==> config.mk <==
export PLATFORM = sky130hd
export DESIGN_NAME = cam_match_sequencer
export DESIGN_NICKNAME = d
export VERILOG_FILES = /design/src/rtl/cam_match_sequencer.sv
export SDC_FILE = /design/constraint.sdc
export NUM_CORES = 1
export LEC_CHECK = 0
export ABC_AREA = 1
export BUFFER_PORTS_ARGS = -buffer_cell sky130_fd_sc_hd__buf_2
export CORE_ASPECT_RATIO = 0.6
export CORE_MARGIN = 2
export CORE_UTILIZATION = 48
export DETAILED_ROUTE_END_ITERATION = 6
export GPL_ROUTABILITY_DRIVEN = 1
export PLACE_DENSITY = 0.76
export SYNTH_ARGS = -nofsm -noshare
export SYNTH_HDL_FRONTEND = slang
export SYNTH_SLANG_ARGS = --single-unit
==> constraint.sdc <==
create_clock -name clk -period 1.9 [get_ports clk]
set_clock_uncertainty 0.1 [all_clocks]
set_input_delay 0.38 -clock clk [delete_from_list [all_inputs] [get_ports clk]]
set_output_delay 0.38 -clock clk [all_outputs]
set_load 0.02 [all_outputs]
==> src/rtl/cam_match_sequencer.sv <==
// Serialises a multi-hot CAM match vector into one encoded address per beat.
// Optional CAM_MATCH_COUNT_EN latches the popcount of each accepted vector.
module cam_match_sequencer #(
  parameter int    WIDTH        = 16,
  parameter string LSB_PRIORITY = "LOW"
) (
  input  logic                       clk,
  input  logic                       rst_n,
  input  logic                       match_valid,
  output logic                       match_ready,
  input  logic [WIDTH-1:0]           match_vector,
  input  logic                       flush,
  output logic                       addr_valid,
  input  logic                       addr_ready,
  output logic [$clog2(WIDTH)-1:0]   addr_out,
  output logic                       addr_last,
  output logic                       no_match,
  output logic                       busy,
  output logic [$clog2(WIDTH+1)-1:0] match_count
);

  localparam int AW = $clog2(WIDTH);
  localparam int CW = $clog2(WIDTH + 1);
  localparam int PW = 1 << AW;
  localparam bit HIGH_FIRST = (LSB_PRIORITY == "HIGH");

  typedef enum logic {IDLE, EMIT} state_t;

  state_t           state_reg, state_next;
  logic [WIDTH-1:0] pending_reg, pending_next;
  logic             no_match_reg, no_match_next;
  logic [PW-1:0]    padded;
  logic [AW-1:0]    enc;
  logic             one_left;

  // Encoder sees a power-of-two input; the padded tail is hard-wired to zero.
  genvar gi;
  generate
    for (gi = 0; gi < PW; gi++) begin : g_pad
      if (gi < WIDTH) begin : g_live
        assign padded[gi] = pending_reg[gi];
      end else begin : g_zero
        assign padded[gi] = 1'b0;
      end
    end
  endgenerate

  always_comb begin
    enc = '0;
    if (HIGH_FIRST) begin
      for (int i = PW - 1; i >= 0; i--)
        if (padded[i]) enc = AW'(i);
    end else begin
      for (int i = 0; i < PW; i++)
        if (padded[i]) enc = AW'(i);
    end
  end

  assign one_left = (pending_reg != '0) &&
                    ((pending_reg & (pending_reg - WIDTH'(1))) == '0);

  always_comb begin
    state_next    = state_reg;
    pending_next  = pending_reg;
    no_match_next = 1'b0;
    match_ready   = 1'b0;
    addr_valid    = 1'b0;
    case (state_reg)
      IDLE: begin
        match_ready = 1'b1;
        if (match_valid && !flush) begin
          if (match_vector != '0) begin
            pending_next = match_vector;
            state_next   = EMIT;
          end else begin
            no_match_next = 1'b1;
          end
        end
      end
      EMIT: begin
        addr_valid = 1'b1;
        if (addr_ready) begin
          pending_next = pending_reg & ~(WIDTH'(1) << enc);
          if (one_left) state_next = IDLE;
        end
      end
      default: state_next = IDLE;
    endcase
    // A flush overrides any acceptance or handshake in the same cycle.
    if (flush) begin
      state_next    = IDLE;
      pending_next  = '0;
      no_match_next = 1'b0;
    end
  end

  always_ff @(posedge clk or negedge rst_n) begin
    if (!rst_n) begin
      state_reg    <= IDLE;
      pending_reg  <= '0;
      no_match_reg <= 1'b0;
    end else begin
      state_reg    <= state_next;
      pending_reg  <= pending_next;
      no_match_reg <= no_match_next;
    end
  end

  assign addr_out  = addr_valid ? enc : '0;
  assign addr_last = addr_valid & one_left;
  assign no_match  = no_match_reg;
  assign busy      = (state_reg != IDLE);

`ifdef CAM_MATCH_COUNT_EN
  logic          accept;
  logic [CW-1:0] popcnt;
  logic [CW-1:0] count_reg;

  assign accept = (state_reg == IDLE) && match_valid && !flush;

  always_comb begin
    popcnt = '0;
    for (int i = 0; i < WIDTH; i++)
      popcnt = popcnt + CW'(match_vector[i]);
  end

  always_ff @(posedge clk or negedge rst_n) begin
    if (!rst_n) begin
      count_reg <= '0;
    end else if (flush) begin
      count_reg <= '0;
    end else if (accept) begin
      count_reg <= popcnt;
    end
  end

  assign match_count = count_reg;
`else
  assign match_count = '0;
`endif

endmodule

==> results.yml, run 1 <==
run_status:
  outcome: "finished, violations left"
  violations: "setup timing"
critical_path:
  critPathMaxStageDelay_ps: 400
  crit_path_top_delay_cell: "dfrtp_1"
  crit_buf_inv: 6
  crit_chain: "inv_1 -> nand2_2 -> nor2_4 -> inv_1 -> nor2_4 -> inv_2 -> nor2_4 -> inv_2 -> o21ai_2 -> nand2_1 -> inv_1 -> nand4_1 -> nor2_4 -> buf_6"
  worst_ep_arrival_time_ps: 2200
  worst_ep_required_time_ps: 1420
  criticalPathCategory: "flop to output port"
  crit_family: "simple AND/OR/NAND/NOR gates"
  start_kind: "flop"
  crit_fanout: 3
  end_kind: "output port"
  crit_top_cell: "nor2_4"
route:
  wl_mm: 6.81
  remaining_drc_errors: 0
  detail_route.wl_per_cell_um: 18.3
  drtIter0Drc: 246
  viasPerCell: 5.84
  via_count: 2167
  ant_nets: 0
  first_pass_iters: 7
clocking:
  cts.clk_slew.worst_paths_ps: 70
  cts_buffers: 3
  cts_buffer_depth: 2
  cts_tree: "yes"
  cts-root-buf: "clkbuf_8"
  cts_sinks: 18
  clock_latency_ps: 260
  htreeDepth: 1
power_and_ir_drop:
  leakagePower_nw: 1.27
  p_sw_w: 0.000857
  seqPwrFrac_pct: 21.8
  combPwrFrac_pct: 61.4
  clkPwrFrac_pct: 16.7
  internal_power_w: 0.00114
  p_total_w: 0.00199
  vdd_ir_drop_max_v: 0.000505
  power.density_mw_per_mm2: 815
  swShare_pct: 43.0
timing:
  worst_slack_ps: -776
  drv_slew: 0
  fin_tns_setup_ps: -5600
  fin_crit_sh_pct: 141
  max_freq_mhz: 374
  hold_viol: 0
  rsz0062_at_grt: "true"
  min_period_ps: 2680
  setup-violations-final: 20
  whs_ps: 203
die:
  die_area_mm2: 0.00352
  fp.dieW_um: 75.3
  core_region_area_mm2: 0.00289
  placementRows: 15
  ios: 35
  start_util_pct: 50.7
  die_h_um: 46.8
grt:
  grt_pass1_wl_mm: 8.50
  grt_pass1_vias: 1686
  overflow: 0
  use_met3_pct: 12.4
  grt_antenna_before_repair: 0
  grt_max_degree: 19
  grt_use_met1_pct: 48.9
  grt-busiest-layer: "met2"
  met2_usage_pct: 49.0
  grtUsageTotal_pct: 34.0
worst_hold_path:
  hold_class: "input pin to flop"
synthesis:
  synth-main-ff-cell: "dfrtp_1"
  synth_edf_count: 0
  yosysWarningCount: 0
  syn_area_per_cell_um2: 6.16
  syn_inst: 238
  ys_ff_latch: 18
  seq_area_frac_synth_pct: 30.7
  synthArstFlopShare_pct: 100
  synth_cell_types: 29
  netlist_area_mm2: 0.00147
run:
  max_cap_violations: 0
final_layout:
  diodes: 0
  nets: 351
  drive_gt1_share_pct: 47.1
  largest_register_ffs: 16
  area_growth_pct: 66.9
placement:
  port_buffers: 29
  hpwlAfterDp_mm: 3.84
  gp_congestion: 0.962
-- logic make-up (layout without fill, tap and decap cells) --
logic type	Yosys count	in the layout	share of synthesized area (%)
AND/OR/NAND/NOR	135	135	41.0
buffers and inverters	48	135	13.9
AO/OA/AOI/OAI	36	36	14.1
flip-flops	18	18	30.7
other	1	5	0.256
-- cell usage after synthesis (2+ instances only) --
cell	instances	share of area, %
nor4_1	3	1.3
nor2_1	18	4.6
inv_1	31	7.9
nor3_1	3	1.0
inv_2	6	1.5
nand3_1	11	3.8
buf_4	6	3.1
nand2_1	81	21
o21ai_1	5	1.7
o21bai_1	2	1.0
clkbuf_1	2	0.51
nand4_1	8	3.4
nor2_2	5	2.1
o21ai_0	15	5.1
a21oi_1	6	2.0
nand2_2	2	0.85
buf_1	2	0.51
o211ai_1	2	1.0
dfrtp_1	18	31
nor2_4	3	2.3
-- metrics by stage --
stage / instance area (um2) / setup WS [ps] / instances / util [%]
floorplan: 1490 / -192 / 242 / -
global placement: 1990 / -283 / 349 / 68.7
detailed placement: 1990 / -314 / 349 / 68.7
CTS: 2270 / -584 / 364 / 78.7
global route: 2440 / -842 / 371 / 84.6
finish: 2440 / -776 / 371 / 84.6
-- final timing paths --
path,start,end,slack (ps),depth (start not counted)
worst max-delay path,padded[1]$_DFFE_PN0P_,addr_last,-780,14
worst min-delay path,addr_ready,busy$_DFF_PN0_,200,2
worst max register to register,padded[7]$_DFFE_PN0P_,padded[2]$_DFFE_PN0P_,-490,17
worst min register to register,padded[3]$_DFFE_PN0P_,padded[3]$_DFFE_PN0P_,510,3
max in group asynchronous,rst_n,padded[4]$_DFFE_PN0P_,850,2
min in group asynchronous,rst_n,padded[3]$_DFFE_PN0P_,500,2
-- power by group through the flow --
stage | Clock, W | Combinational, W | Sequential, W
global placement | 0 | 0.000730 | 0.000436
floorplan | 0 | 0.000394 | 0.000443
global route | 0.000353 | 0.00127 | 0.000438
finish | 0.000333 | 0.00122 | 0.000435
CTS | 0.000335 | 0.000975 | 0.000432
detailed placement | 0 | 0.000738 | 0.000438
-- cell usage in the layout, fill, tap and decap left out, types with 2 or more instances in the layout --
cell type / n
nand2_1: 74
buf_4: 47
inv_1: 24
buf_2: 24
buf_6: 21
dfrtp_1: 17
nor2_4: 14
inv_2: 12
o21ai_1: 9
nand4_1: 8
nor2_1: 7
o21ai_0: 7
nand2_2: 6
nand3_1: 6
nor2_2: 5
nand3_2: 5
o21ai_2: 5
conb_1: 5
clkbuf_8: 4
nor4_1: 3
a21oi_2: 3
nand2_4: 3
a21oi_1: 3
nor3_1: 3
o211ai_1: 2
o21bai_1: 2
-- routing by layer --
metal | up-vias | wire [um]
met5 | - | 0
met4 | 0 | 385
met3 | 53 | 990
met2 | 195 | 2800
met1 | 984 | 2630
li1 | 935 | -
-- repair_timing --
action | CTS | global route
setup buffers | 11 | 12
hold buffers | 1 | 0
hold endpoints to repair | 18 | 0
pin swaps | 17 | 35
resized for setup | 53 | 36
setup endpoints to repair | 20 | 23
-- cell type report --
class / instances / area, um2
well taps: 42 / 52.6
repair buffers: 94 / 739
fillers: 175 / 445
multi-input cells: 176 / 1000
clock buffers: 4 / 55.1
inverters: 37 / 141
flip-flops and latches: 18 / 452
(Power assumes the default switching activity.)
==> run 2, diff against run 1 <==
==> constraint.sdc (replaced) <==
create_clock -name clk -period 2.2 [get_ports clk]
set_clock_uncertainty 0.1 [all_clocks]
set_input_delay 0.44 -clock clk [delete_from_list [all_inputs] [get_ports clk]]
set_output_delay 0.44 -clock clk [all_outputs]
set_load 0.02 [all_outputs]
==> results.yml, run 2 (synthesis gave the netlist of run 1 again) <==
final_layout:
  mostFrequentLayoutCell: "nand2_1"
  nets: 323
  diodes: 0
  drive_gt1_share_pct: 34.3
  area_growth_pct: 37.0
  final_cell_mix: "nand2_1, buf_4, inv_1, buf_2, dfrtp_1"
  layout.cells.non_filler: 342
  largest_register_ffs: 16
timing:
  worst_slack_ps: -405
  fin_crit_sh_pct: 118
  min_period_ps: 2610
  setup-violations-final: 7
  fin_tns_setup_ps: -746
  max_freq_mhz: 384
  hold_viol: 0
  rsz0062_at_grt: "true"
  drv_slew: 0
clocking:
  cts_buffer_depth: 2
  cts_sinks: 18
  htreeDepth: 1
  cts_tree: "yes"
  cts.clk_slew.worst_paths_ps: 70
  cts_buffers: 3
  clock_latency_ps: 250
  cts-root-buf: "clkbuf_8"
route:
  detail_route.wl_per_cell_um: 13.6
  wl_mm: 4.64
  via_count: 1785
  drtIter0Drc: 179
  viasPerCell: 5.22
  first_pass_iters: 5
  ant_nets: 0
  remaining_drc_errors: 0
die:
  placementRows: 15
  die_area_mm2: 0.00352
  fp.dieW_um: 75.3
  core_region_area_mm2: 0.00289
  die_h_um: 46.8
  ios: 35
  start_util_pct: 50.7
critical_path:
  crit_top_cell: "inv_1"
  critPathMaxStageDelay_ps: 390
  reg2reg_slack_ps: -10
  criticalPathCategory: "flop to output port"
  worst_ep_required_time_ps: 1660
  r2r_end: "padded[0]$_DFFE_PN0P_"
  worst_ep_arrival_time_ps: 2070
  crit_fanout: 3
  crit_path_top_delay_cell: "dfrtp_1"
  crit_chain: "inv_1 -> nand2_1 -> nor2_2 -> inv_1 -> nor2_4 -> inv_2 -> nor2_4 -> inv_2 -> o21ai_1 -> nand2_1 -> inv_1 -> nand4_1 -> nor2_2 -> buf_6"
  r2r_cells: 15
  start_kind: "flop"
  reg2reg_from: "padded[7]$_DFFE_PN0P_"
  end_kind: "output port"
run:
  max_cap_violations: 0
power_and_ir_drop:
  leakagePower_nw: 1.08
  vdd_ir_drop_max_v: 0.000401
  power.density_mw_per_mm2: 644
grt:
  grt_pass1_wl_mm: 6.92
  overflow: 0
  grt_antenna_before_repair: 0
  grt_max_degree: 19
  grtUsageTotal_pct: 27.0
  grt_pass1_vias: 1505
run_status:
  outcome: "finished, violations left"
  violations: "setup timing"
placement:
  dp_cells: 329
  hpwlAfterDp_mm: 3.42
  gp_congestion: 0.993
  port_buffers: 29
worst_hold_path:
  hold_class: "input pin to async pin"
run 2: cell types whose count changed in the layout (fill, tap and decap cells not counted), moves of 4 or more:
| cell | before | now |
|---|---|---|
| buf_4 | 47 | 36 |
| buf_6 | 21 | 4 |
| inv_1 | 24 | 28 |
| inv_2 | 12 | 7 |
| nand3_1 | 6 | 11 |
| nand3_2 | 5 | 0 |
| nor2_1 | 7 | 14 |
| nor2_4 | 14 | 5 |
| o21ai_0 | 7 | 11 |
run 2: worst max-delay path by stage:
stage	start	end	slack, ps	cells past startpoint
finish	padded[0]$_DFFE_PN0P_	addr_last	-410	14
global route	padded[7]$_DFFE_PN0P_	addr_last	-560	14
CTS	padded[6]$_DFFE_PN0P_	addr_last	-380	12
detailed placement	padded[7]$_DFFE_PN0P_	addr_last	-90	12
global placement	padded[0]$_DFFE_PN0P_	addr_last	-40	12
floorplan	padded[7]$_DFFE_PN0P_	addr_last	20	11
run 2: cell type report:
cell class / count / area (um2)
Clock buffer: 3 / 41.3
Fill cell: 268 / 883
Inverter: 37 / 145
Multi-Input combinational cell: 176 / 872
Sequential cell: 18 / 450
Tap cell: 42 / 52.6
Timing Repair Buffer: 66 / 445
run 2: per-stage QoR:
stage                     setup WS [ps]  utilization (%)  power, W  hold WS (ps)  area, um2
after CTS                          -381             66.5   0.00121          25.2       1920
after global routing               -562             69.4   0.00137          42.9       2010
after floorplan                    24.6                -  0.000719          44.4       1480
after detailed placement          -86.4             62.8  0.000931           301       1820
after global placement            -42.5             62.8  0.000927           302       1820
final                              -405             69.4   0.00129          12.3       2010
run 2: power breakdown:
group | total, W | switching (W) | internal (W)
Clock | 0.000234 | 0.000112 | 0.000122
Combinational | 0.000680 | 0.000404 | 0.000275
Sequential | 0.000379 | 0.0000243 | 0.000355
run 2: timing repair:
item	CTS	global route
endpoints found under the setup margin	3	15
buffers inserted	5	5
hold buffers	0	0
pin swaps	8	9
gates resized for setup	11	18
run 2: per-layer routing:
metal / wire, um / vias up / global-route usage, %
met5: 0 / - / 0
met2: 2020 / 89 / 41.2
met1: 2160 / 802 / 40.5
met4: 125 / 0 / 4.91
met3: 332 / 22 / 5.15
li1: - / 872 / -
run 2: critical path, delay by kind of cell, from the launching register on:
family / cells / cell delay [ps]
buffers and inverters: 6 / 480
AND/OR/NAND/NOR: 7 / 830
flip-flops: 1 / 390
AO/OA/AOI/OAI: 1 / 120
==> run 3, diff against run 2 <==
--- a/config.mk
+++ b/config.mk
@@ -6,13 +6,16 @@
 export NUM_CORES = 1
 export LEC_CHECK = 0
 export ABC_AREA = 1
+export ABC_CLOCK_PERIOD_IN_PS = 2200
 export BUFFER_PORTS_ARGS = -buffer_cell sky130_fd_sc_hd__buf_2
 export CORE_ASPECT_RATIO = 0.6
 export CORE_MARGIN = 2
 export CORE_UTILIZATION = 48
+export CTS_BUF_LIST = sky130_fd_sc_hd__clkbuf_16
 export DETAILED_ROUTE_END_ITERATION = 6
 export GPL_ROUTABILITY_DRIVEN = 1
 export PLACE_DENSITY = 0.76
+export RECOVER_POWER = 25
 export SYNTH_ARGS = -nofsm -noshare
 export SYNTH_HDL_FRONTEND = slang
 export SYNTH_SLANG_ARGS = --single-unit
==> results.yml, run 3 (synthesis gave the netlist of run 1 again) <==
grt:
  grt_pass1_wl_mm: 7.03
  grt_max_degree: 19
  grt_antenna_before_repair: 0
  grtUsageTotal_pct: 27.5
  overflow: 0
  grt_pass1_vias: 1520
die:
  die_h_um: 46.8
  ios: 35
  fp.dieW_um: 75.3
  placementRows: 15
  core_region_area_mm2: 0.00289
  start_util_pct: 50.7
  die_area_mm2: 0.00352
power_and_ir_drop:
  vdd_ir_drop_max_v: 0.000500
  combPwrFrac_pct: 47.0
  power.density_mw_per_mm2: 694
  internal_power_w: 0.000862
  seqPwrFrac_pct: 27.1
  p_total_w: 0.00140
  swShare_pct: 38.5
  clkPwrFrac_pct: 25.9
  leakagePower_nw: 1.08
  p_sw_w: 0.000540
timing:
  worst_slack_ps: -397
  worst_pin_slew_ps: 1010
  max_slew_margin_pct: 32.5
  rsz0062_at_grt: "true"
  setup-violations-final: 7
  min_period_ps: 2600
  hold_viol: 0
  whs_ps: 240
  drv_slew: 0
  fin_tns_setup_ps: -813
  max_freq_mhz: 385
  fin_crit_sh_pct: 118
placement:
  hpwlAfterDp_mm: 3.42
  dp_cells: 329
  gp_congestion: 0.993
  port_buffers: 29
critical_path:
  reg2reg_slack_ps: -60
  worst_ep_arrival_time_ps: 2060
  r2r_end: "padded[8]$_DFFE_PN0P_"
  crit_fanout: 3
  criticalPathCategory: "flop to output port"
  reg2reg_from: "padded[7]$_DFFE_PN0P_"
  r2r_cells: 15
  start_kind: "flop"
  end_kind: "output port"
  worst_ep_required_time_ps: 1660
clocking:
  clock_latency_ps: 250
  cts_tree: "yes"
  postCtsHoldBufs: 0
  cts_sinks: 18
  htreeDepth: 1
  cts_buffer_depth: 2
  cts.clk_slew.worst_paths_ps: 50
  cts_buffers: 3
  cts-root-buf: "clkbuf_16"
route:
  detail_route.wl_per_cell_um: 13.5
  first_pass_iters: 6
  wl_mm: 4.59
  viasPerCell: 5.24
  via_count: 1783
  drtIter0Drc: 187
  remaining_drc_errors: 0
  ant_nets: 0
final_layout:
  drive_gt1_share_pct: 32.6
  mostFrequentLayoutCell: "nand2_1"
  largest_register_ffs: 16
  ff_latch_area_um2: 450
  area_growth_pct: 37.9
  nFillCells: 262
  diodes: 0
  nets: 321
  multi_input_area_um2: 870
  final_cell_mix: "nand2_1, buf_4, inv_1, buf_2, dfrtp_1"
  layout.cells.non_filler: 340
worst_hold_path:
  hold_class: "input pin to async pin"
run:
  max_cap_violations: 0
run_status:
  outcome: "finished, violations left"
  violations: "setup timing"
run 3: cell count changes in the layout (fill, tap and decap cells not counted), moves of 2 or more:
cell and change:
clkbuf_8 -3, nand2_2 -4, nand2_1 +4, o21ai_0 +4
o21ai_1 -4, clkbuf_16 +3, buf_2 -2
run 3: layout make-up:
class,count,area share (%)
clock buffers,3,3.72
inverters,37,7.18
multi-input cells,176,43.0
flip-flops and latches,18,22.3
well taps,42,2.60
repair buffers,64,21.2
run 3: worst max path at each step:
stage / startpoint / end
3_3_place_gp: padded[0]$_DFFE_PN0P_ / addr_last
3_5_place_dp: padded[7]$_DFFE_PN0P_ / addr_last
6_report: padded[7]$_DFFE_PN0P_ / addr_last
4_1_cts: padded[6]$_DFFE_PN0P_ / addr_last
2_1_floorplan: padded[7]$_DFFE_PN0P_ / addr_last
5_1_grt: padded[7]$_DFFE_PN0P_ / addr_last
run 3: repair_timing:
item	in CTS	in global routing
endpoints found under the setup margin	3	15
resized for setup	11	12
buffers inserted	5	4
pin swaps	9	11
run 3: per-stage QoR:
| step | utilization (%) | cell area (um2) | worst slack [ps] |
|---|---|---|---|
| after CTS | 67.7 | 1960 | -371 |
| after detailed placement | 62.8 | 1820 | -86.4 |
| after global routing | 69.9 | 2020 | -575 |
| after global placement | 62.8 | 1820 | -42.5 |
| final | 69.9 | 2020 | -397 |
| after floorplan | - | 1480 | 24.6 |
run 3: power by group through the flow:
stage | clock network [W] | registers, W | logic, W
3_3_place_gp | 0 | 0.000382 | 0.000545
5_1_grt | 0.000382 | 0.000384 | 0.000714
3_5_place_dp | 0 | 0.000383 | 0.000548
4_1_cts | 0.000368 | 0.000377 | 0.000601
2_1_floorplan | 0 | 0.000383 | 0.000336
6_report | 0.000363 | 0.000380 | 0.000659
run 3: layer usage:
| metal | part of all wire (%) | global-route usage, % | wire length, um |
|---|---|---|---|
| met1 | 45 | 40.1 | 2080 |
| met2 | 44 | 43.0 | 2030 |
| met3 | 8.9 | 6.01 | 410 |
| met4 | 1.7 | 4.91 | 76 |
| met5 | 0 | 0 | 0 |
run 3: worst max-delay path, cell delays in order, from the launching register on:
cell and delay, ps:
dfrtp_1 390, nor2_2 140, nand2_2 90, nor2_4 120, inv_2 60, nor2_4 110
inv_2 60, nor2_4 130, inv_2 70, o21ai_1 120, nand2_1 70, inv_1 60
nand4_1 90, nor2_2 160, buf_6 140
